## src/rtl/imem_loader_pkg.sv

```systemverilog
// rtl/imem_loader_pkg.sv - shared state encoding and stream constants for the instruction-memory loader
package imem_loader_pkg;

  localparam logic [2:0] ST_HDR  = 3'd0;
  localparam logic [2:0] ST_DATA = 3'd1;
  localparam logic [2:0] ST_CHK  = 3'd2;
  localparam logic [2:0] ST_DONE = 3'd3;
  localparam logic [2:0] ST_ERR  = 3'd4;

  typedef enum logic [2:0] {
    HDR  = ST_HDR,
    DATA = ST_DATA,
    CHK  = ST_CHK,
    DONE = ST_DONE,
    ERR  = ST_ERR
  } state_e;

  localparam int BYTES_PER_WORD = 4;
  localparam int N_MIN          = 1;

  function automatic logic header_ok(input logic [7:0] n, input int depth);
    return (int'(n) >= N_MIN) && (int'(n) <= depth);
  endfunction

endpackage

```

## src/rtl/imem_loader_byte_packer.sv

```systemverilog
// rtl/imem_loader_byte_packer.sv - packs bytes little-endian into 32-bit words
module byte_packer
  import imem_loader_pkg::*;
(
  input  logic        clk,
  input  logic        rst,
  input  logic        clear,
  input  logic        in_valid,
  input  logic [7:0]  in_byte,
  output logic        word_valid,
  output logic [31:0] word
);

  localparam int LANE_W = $clog2(BYTES_PER_WORD);
  localparam logic [LANE_W-1:0] LAST_LANE = LANE_W'(BYTES_PER_WORD - 1);

  logic [LANE_W-1:0] lane_q, lane_d;
  logic [23:0]       hold_q, hold_d;

  // The final byte bypasses the holding register so the word is ready in the same cycle.
  always_comb begin
    lane_d     = lane_q;
    hold_d     = hold_q;
    word_valid = 1'b0;
    word       = {in_byte, hold_q};
    if (clear) begin
      lane_d = '0;
      hold_d = '0;
    end else if (in_valid) begin
      if (lane_q == LAST_LANE) begin
        word_valid = 1'b1;
        lane_d     = '0;
      end else begin
        lane_d                      = lane_q + 1'b1;
        hold_d[{lane_q, 3'b000} +: 8] = in_byte;
      end
    end
  end

  always_ff @(posedge clk) begin
    if (rst) begin
      lane_q <= '0;
      hold_q <= '0;
    end else begin
      lane_q <= lane_d;
      hold_q <= hold_d;
    end
  end

endmodule

```

## src/rtl/imem_loader.sv

```systemverilog
// rtl/imem_loader.sv - byte-stream loader for instruction memory; holds the core in reset until loaded
// Optional trailing XOR checksum byte enabled by IMEM_LOADER_CHECKSUM_EN.
module imem_loader
  import imem_loader_pkg::*;
#(
  parameter int DEPTH  = 32,
  parameter int ADDR_W = 5
) (
  input  logic              clk,
  input  logic              rst,
  input  logic              restart,
  input  logic              byte_valid,
  input  logic [7:0]        byte_data,
  output logic              byte_ready,
  output logic              imem_we,
  output logic [ADDR_W-1:0] imem_addr,
  output logic [31:0]       imem_wdata,
  output logic              core_run,
  output logic              load_err,
  output logic [ADDR_W:0]   words_loaded
);

  localparam int CW = ADDR_W + 1;

  state_e            state_q, state_d;
  logic              byte_ready_q, byte_ready_d;
  logic              imem_we_q, imem_we_d;
  logic [ADDR_W-1:0] imem_addr_q, imem_addr_d;
  logic [31:0]       imem_wdata_q, imem_wdata_d;
  logic              core_run_q, core_run_d;
  logic              load_err_q, load_err_d;
  logic [CW-1:0]     word_cnt_q, word_cnt_d;
  logic [CW-1:0]     n_q, n_d;
`ifdef IMEM_LOADER_CHECKSUM_EN
  logic [7:0]        csum_q, csum_d;
`endif

  logic        accept;
  logic        pk_valid;
  logic        pk_clear;
  logic        word_valid;
  logic [31:0] word;
  logic        last_word;

  // restart wins over a same-cycle handshake, so that byte is never consumed.
  assign accept    = byte_valid & byte_ready_q & ~restart;
  assign pk_valid  = accept & (state_q == DATA);
  assign pk_clear  = restart | (state_q != DATA);
  assign last_word = ((word_cnt_q + CW'(1)) == n_q);

  byte_packer u_packer (
    .clk        (clk),
    .rst        (rst),
    .clear      (pk_clear),
    .in_valid   (pk_valid),
    .in_byte    (byte_data),
    .word_valid (word_valid),
    .word       (word)
  );

  always_comb begin
    state_d      = state_q;
    imem_we_d    = 1'b0;
    imem_addr_d  = imem_addr_q;
    imem_wdata_d = imem_wdata_q;
    word_cnt_d   = word_cnt_q;
    n_d          = n_q;
`ifdef IMEM_LOADER_CHECKSUM_EN
    csum_d       = csum_q;
`endif
    case (state_q)
      HDR: begin
        if (accept) begin
          if (header_ok(byte_data, DEPTH)) begin
            n_d        = CW'(byte_data);
            word_cnt_d = '0;
`ifdef IMEM_LOADER_CHECKSUM_EN
            csum_d     = '0;
`endif
            state_d    = DATA;
          end else begin
            state_d = ERR;
          end
        end
      end
      DATA: begin
`ifdef IMEM_LOADER_CHECKSUM_EN
        if (pk_valid) csum_d = csum_q ^ byte_data;
`endif
        if (word_valid) begin
          imem_we_d    = 1'b1;
          imem_addr_d  = word_cnt_q[ADDR_W-1:0];
          imem_wdata_d = word;
          word_cnt_d   = word_cnt_q + CW'(1);
`ifdef IMEM_LOADER_CHECKSUM_EN
          if (last_word) state_d = CHK;
`else
          if (last_word) state_d = DONE;
`endif
        end
      end
`ifdef IMEM_LOADER_CHECKSUM_EN
      CHK: begin
        if (accept) state_d = (byte_data == csum_q) ? DONE : ERR;
      end
`endif
      default: ;
    endcase
    if (restart) begin
      state_d    = HDR;
      imem_we_d  = 1'b0;
      word_cnt_d = '0;
    end
    byte_ready_d = (state_d == HDR) || (state_d == DATA) || (state_d == CHK);
    // Lagging DONE by a cycle lets the last write land before the core leaves reset.
    core_run_d   = (state_q == DONE) && !restart;
    load_err_d   = (state_d == ERR);
  end

  always_ff @(posedge clk) begin
    if (rst) begin
      state_q      <= HDR;
      byte_ready_q <= 1'b1;
      imem_we_q    <= 1'b0;
      imem_addr_q  <= '0;
      imem_wdata_q <= '0;
      core_run_q   <= 1'b0;
      load_err_q   <= 1'b0;
      word_cnt_q   <= '0;
      n_q          <= '0;
`ifdef IMEM_LOADER_CHECKSUM_EN
      csum_q       <= '0;
`endif
    end else begin
      state_q      <= state_d;
      byte_ready_q <= byte_ready_d;
      imem_we_q    <= imem_we_d;
      imem_addr_q  <= imem_addr_d;
      imem_wdata_q <= imem_wdata_d;
      core_run_q   <= core_run_d;
      load_err_q   <= load_err_d;
      word_cnt_q   <= word_cnt_d;
      n_q          <= n_d;
`ifdef IMEM_LOADER_CHECKSUM_EN
      csum_q       <= csum_d;
`endif
    end
  end

  assign byte_ready   = byte_ready_q;
  assign imem_we      = imem_we_q;
  assign imem_addr    = imem_addr_q;
  assign imem_wdata   = imem_wdata_q;
  assign core_run     = core_run_q;
  assign load_err     = load_err_q;
  assign words_loaded = word_cnt_q;

endmodule
```

## config.mk

```make
export PLATFORM = sky130hd
export DESIGN_NAME = imem_loader
export DESIGN_NICKNAME = d
export VERILOG_FILES = /design/src/rtl/imem_loader_pkg.sv /design/src/rtl/imem_loader_byte_packer.sv /design/src/rtl/imem_loader.sv
export SDC_FILE = /design/constraint.sdc
export NUM_CORES = 1
export LEC_CHECK = 0
export CELL_PAD_IN_SITES_DETAIL_PLACEMENT = 0
export CELL_PAD_IN_SITES_GLOBAL_PLACEMENT = 2
export CORE_UTILIZATION = 30
export DETAILED_ROUTE_END_ITERATION = 12
export GPL_ROUTABILITY_DRIVEN = 0
export PLACE_DENSITY_LB_ADDON = 0.1
export RECOVER_POWER = 25
export SYNTH_ARGS = -nofsm -noshare
export SYNTH_HDL_FRONTEND = slang
export SYNTH_SLANG_ARGS = --single-unit
```

## constraint.sdc

```tcl
create_clock -name clk -period 2.1 [get_ports clk]
set_clock_uncertainty 0.1 [all_clocks]
set_input_delay 0.21 -clock clk [delete_from_list [all_inputs] [get_ports clk]]
set_output_delay 0.21 -clock clk [all_outputs]
set_load 0.03 [all_outputs]
```

== Word level (Yosys, flattened, before mapping) ==
Cells that the tools add are included.
Widths: inputs -> output; s select.

* Add/sub/neg operators: 3
* Magnitude comparators: 2
* Equality and inequality tests: 11
* Shift-type cells: 2
* Muxes and demuxes: 16
* Bitwise operators: 7
* Reductions and logical operators: 15

{| class="wikitable"
|+ Operators with widths
! operator !! number
|-
| $bwmux 24 || 1
|-
| $shift 8x7->24 const A || 1
|-
| $shiftx 8x7->24 || 1
|-
| $mux 6 || 3
|-
| $mux 3 || 5
|-
| $pmux 6 s2 || 1
|-
| $ge 8x1->1 const B || 1
|-
| $le 8x6->1 const B || 1
|-
| $neg 5->7 || 1
|-
| $add 6x1->6 const B || 1
|-
| $eq 3x1->1 const B || 2
|-
| $eq 3x2->1 const B || 2
|-
| $eq 6x6->1 || 1
|-
| $logic_not 3->1 || 2
|-
| $pmux 3 s2 || 1
|-
| $mux 1 || 4
|-
| $ne 2x2->1 const B || 2
|-
| $reduce_and 2->1 || 2
|-
| $reduce_and 4->1 || 1
|-
| $reduce_or 2->1 || 2
|-
| $and 1x1->1 || 3
|-
| $eq 3x3->1 const B || 1
|-
| $ne 3x1->1 const B || 1
|-
| $not 1->1 || 3
|-
| other kinds (11) || 13
|}

* Register bits after elaboration: 82
* Input port bits: 12
* Word-level logic and storage cells: 67

== Longest topological paths before layout ==
Gate-level depths: netlist (run 1).

* Depth in word-level cells: 11
* Depth in mapped cells: 8

== By module ==
Synthesis (run 1) repeated with hierarchy kept, for this count alone.

* Cell total of the unflattened synthesis: 362
* Area total of the unflattened synthesis: 3311.9 um^2

{| class="wikitable"
|+ Modules (own cells, without submodules)
! module !! instances !! cells an instance !! area an instance (um^2) !! sequential area each (um^2)
|-
| imem_loader || 1 || 272 || 2265.9 || 1121.1
|-
| byte_packer || 1 || 90 || 1046.0 || 520.5
|}

== Worst setup path after synthesis (run 1) ==
Ideal clock, no wire load.

* Path type: register -> register
* Start: register word_cnt_q[0] (netlist: words_loaded[0])
* End: register load_err_q (netlist: load_err)
* Arrival time: 1.720 ns
* Required time: 1.885 ns
* Path slack: 0.165 ns
* Stages on the path, launching flop included: 7
* Period minus slack after synthesis: 1.935 ns
* Path through: dfxtp_1 ha_1 nor3b_1 nor3_1 o32ai_1 a31oi_1 and3_1

* Longest elaborated chain between the ends: 7

{| class="wikitable"
|+ Ends and longest elaborated chain
! element !! line !! RTL
|-
| start, declared || imem_loader.sv:32 || <nowiki>logic [CW-1:0] word_cnt_q, word_cnt_d;</nowiki>
|-
| start signal, assigned || imem_loader.sv:142 || <nowiki>word_cnt_q <= word_cnt_d;</nowiki>
|-
| $add 6x1->6 || imem_loader.sv:49 || <nowiki>assign last_word = ((word_cnt_q + CW'(1)) == n_q);</nowiki>
|-
| $eq 6x6->1 || imem_loader.sv:49 ||
|-
| $mux 3 || imem_loader.sv:98 || <nowiki>if (last_word) state_d = DONE;</nowiki>
|-
| $mux 3 || imem_loader.sv:90 || <nowiki>if (word_valid) begin</nowiki>
|-
| $pmux 3 s2 || imem_loader.sv:71 || <nowiki>case (state_q)</nowiki>
|-
| $mux 3 || imem_loader.sv:109 || <nowiki>if (restart) begin</nowiki>
|-
| $eq 3x3->1 || imem_loader.sv:117 || <nowiki>load_err_d = (state_d == ERR);</nowiki>
|-
| end signal, assigned || imem_loader.sv:141 || <nowiki>load_err_q <= load_err_d;</nowiki>
|-
| end, declared || imem_loader.sv:31 || <nowiki>logic load_err_q, load_err_d;</nowiki>
|}

No other way between the ends.
A chain may end at the register's enable or synchronous reset.

== Final worst setup path (run 1) ==
* Start: input port byte_data[1]
* End: register word_cnt_q[3] (netlist: words_loaded[3])

* Longest elaborated chain between the ends: 4
* Elaborated cells between the ends (all ways): 5

{| class="wikitable"
|+ Ends and longest elaborated chain
! element !! line !! RTL
|-
| start, declared || imem_loader.sv:13 || <nowiki>input logic [7:0] byte_data,</nowiki>
|-
| $ge 8x1->1 or $le 8x6->1 (tied branches) || imem_loader_pkg.sv:22 || <nowiki>return (int'(n) >= N_MIN) && (int'(n) <= depth);</nowiki>
|-
| $logic_and 1x1->1 * || imem_loader_pkg.sv:22 ||
|-
| $ne 2x2->1 (no line) * || -- ||
|-
| $reduce_and 4->1 (no line) * || -- ||
|}

Every way passes the cells marked *; elsewhere a longest branch is shown, timed or not.

==> metrics.txt, run 1 <==
unrepaired setup endpoints after global routing false; reg2reg setup slack 0.13 ns; status finished clean; Core Rows 37; met3 usage 4.54%; fmax 493 MHz; number of buffers and inverters on the critical path 2; Yosys cell types 38; area leader, netlist dfxtp_1; worst r2r dst words_loaded[3]$_SDFFE_PP0P_; hold path startpoint byte_data[3]; clock buffer depth 2; Worst setup EP type register; Avg Synthesized Cell Area 8.37 sq um; cells after synthesis 391; Tmin final 2.03 ns; GRT Overall Usage 16.6%; area fraction of the dominant cell type after synthesis 50.2%; max_cap viols 0; DP Wirelength 6160 um; Clock Tree Root clkbuf_8; Slew @ Worst Pin 0.508 ns; final hold violations 0; ys async rst share 0%; critical path cell sequence clkdlybuf4s50_1 > or4_4 > nor4_4 > o21ai_4 > buf_4 > and3_4 > a211o_1; Largest delay share family, worst path simple AND/OR/NAND/NOR gates; Worst-Skew Late Latency 0.34 ns; Starting Density 31.3%; core area 0.0105 sq mm; post-route ant nets 0; area of the mapped netlist 0.00327 sq mm; Die Width 106 um; Max FO, Critical Path 4; CP Data Required Time 2.24 ns; leakage power 1.62 nW; vias in the first global route 2845; initial antenna violation count 0; Area Overhead vs Synth 34.0%; clk sinks 82; Post-layout nets 490; GR Overflow Total 0; Port-buffer cells 58; largest net degree at the start of global routing 44; FF-to-FF Start state_q[2]$_SDFF_PP0_; WP depth 7; slowest CP cell or4_4; Ports 59; Fill cells 1109; Num CTS Buffers 9; worst reg-to-reg path cell count 6; WS Path Type primary input to register; worst vdd ir 0.319 mV; Seq cells post-synth 82; Final setup viols 0; GRT Max-Usage Layer met2; Hold WS 0.234 ns; DRC errors left 0; Post-synth top flop dfxtp_1; antenna fix cells 0; Worst slew margin 66.2%; Ys Warns 0; WL final 8870 um; Seq/Total Area, Yosys 50.2%; Net Count, Synth 409; die area 0.0113 sq mm; via/cell ratio 4.71; TritonCTS clock tree done; Clock transition at path regs 0.08 ns; die extent in y 106 um; DRT Pass-1 Iters 4; Period Utilization, post-route 96.6%; synth top area cells dfxtp_1 (50%), nand2_1 (12%), a21oi_1 (9.8%); first-pass GRT wire length 14500 um; leading cell type in the layout, fill and taps excluded nand2_1; crit path DAT 2.17 ns; vias 2885; most frequent cells in the layout nand2_1 (103), dfxtp_1 (82), a21oi_1 (64), clkdlybuf4s50_1 (39), nand3_1 (30); Hold Path Class primary input to register; EDFF count, synth 0; proportion of layout cells with a drive suffix above 1 11.7%; Worst Setup EP words_loaded[3]$_SDFFE_PP0P_; Design Power 2.79 mW; crit path launch type primary input; drt initial violations 110; M2 GR Usage 27.3%; Final Max Slew Viols 0; Worst setup startpoint byte_data[1]; max incr delay on CP 0.47 ns; pwr dens 635 mW/mm^2; H-tree depth 3; met1 Use GR 21.3%; routed len/inst 14.5 um
## worst reg2reg max path: cells and delay by family, from the launching register on
family	cells	cell delay (ns)
AOI/OAI and AO/OA	2	0.38
buffers and inverters	1	0.16
DFF	1	0.34
and+or+nand+nor	3	0.88
## per-stage QoR
stage	cells	setup WS [ns]	cell area (sq um)	util, %	TNS (ns)
6_report	613	0.0704	4390	41.9	0
5_1_grt	613	0.0145	4390	41.9	0
4_1_cts	611	0.0146	4390	41.9	0
3_5_place_dp	595	-0.359	4200	40.2	-4.31
3_3_place_gp	595	-0.321	4200	40.2	-4.13
2_1_floorplan	391	0.165	3270	-	0
## Yosys cell counts, drive strengths merged, types with 4 or more instances
cell    count
xnor2       4
and2        5
nor3b       5
inv         5
o21ai       4
nor2       15
nor4        5
clkbuf     18
nand3      30
and3        6
a21oi      64
mux2i       8
dfxtp      82
nand2     103
ha          6
## worst min-delay path by stage
stage / end / slack [ns] / cells after the start
after floorplan: imem_wdata[24]$_SDFFE_PP0P_ / 0.25 / 2
final: imem_wdata[27]$_SDFFE_PP0P_ / 0.23 / 4
after global routing: imem_wdata[27]$_SDFFE_PP0P_ / 0.22 / 4
after CTS: imem_addr[4]$_SDFFE_PP0P_ / 0.36 / 2
after global placement: u_packer.hold_q[17]$_SDFFE_PP0P_ / 0.34 / 2
after detailed placement: imem_wdata[23]$_SDFFE_PP0P_ / 0.34 / 2
## routing by layer
layer	up-vias	part of all wire (%)
li1	1488	-
met4	0	0.67
met5	-	0
met1	1344	48
met3	7	3.6
met2	46	48
## timing repair
item / CTS / global route
gates resized for setup: 0 / 3
buffers inserted: 0 / 2
endpoints found under the setup margin: 0 / 7
hold buffers: 0 / 0
## report_power, final
part,switching [mW],internal (mW),leakage [nW]
sequential,0.00306,1.56,0.660
combinational,0.0680,0.0545,0.869
clock,0.556,0.547,0.0893
## kinds of logic (layout without fill, tap and decap cells)
| kind of cell | count (synthesis) | in the layout | share of synthesized area [%] |
|---|---|---|---|
| AOI/OAI and AO/OA | 77 | 77 | 13.3 |
| xor gates and xnor gates | 8 | 8 | 2.56 |
| adders and majority gates | 6 | 6 | 2.29 |
| buffers and inverters | 26 | 112 | 2.98 |
| DFF | 82 | 82 | 50.2 |
| muxes | 8 | 8 | 2.45 |
| and+or+nand+nor | 184 | 184 | 26.3 |
## cell type report
type                       instances  area, sq um  area share [%]
clock inverter                     5         55.1            1.26
sequential                        82         1640            37.4
inverter                           5         18.8           0.428
tap                              136          170            3.88
multi-input combinational        283         1530            35.0
clock buffer                      11          131            3.00
timing repair buffer              91          836            19.1
## registers in the layout (all words and copies together) (netlist names)
signal           count
n_q                  6
byte_ready           1
imem_addr            5
u_packer.hold_q     24
imem_we              1
load_err             1
state_q              3
u_packer.lane_q      2
core_run             1
imem_wdata          32
words_loaded         6
(Power assumes the default switching activity.)
==> inputs of run 2 (changes only) <==
--- a/config.mk
+++ b/config.mk
@@ -12,6 +12,7 @@
 export GPL_ROUTABILITY_DRIVEN = 0
 export PLACE_DENSITY_LB_ADDON = 0.1
 export RECOVER_POWER = 25
+export SKIP_LAST_GASP = 1
 export SYNTH_ARGS = -nofsm -noshare
 export SYNTH_HDL_FRONTEND = slang
 export SYNTH_SLANG_ARGS = --single-unit
==> results of run 2 <==
Same layout as run 1: the final DEF is identical, and so are final timing and power.
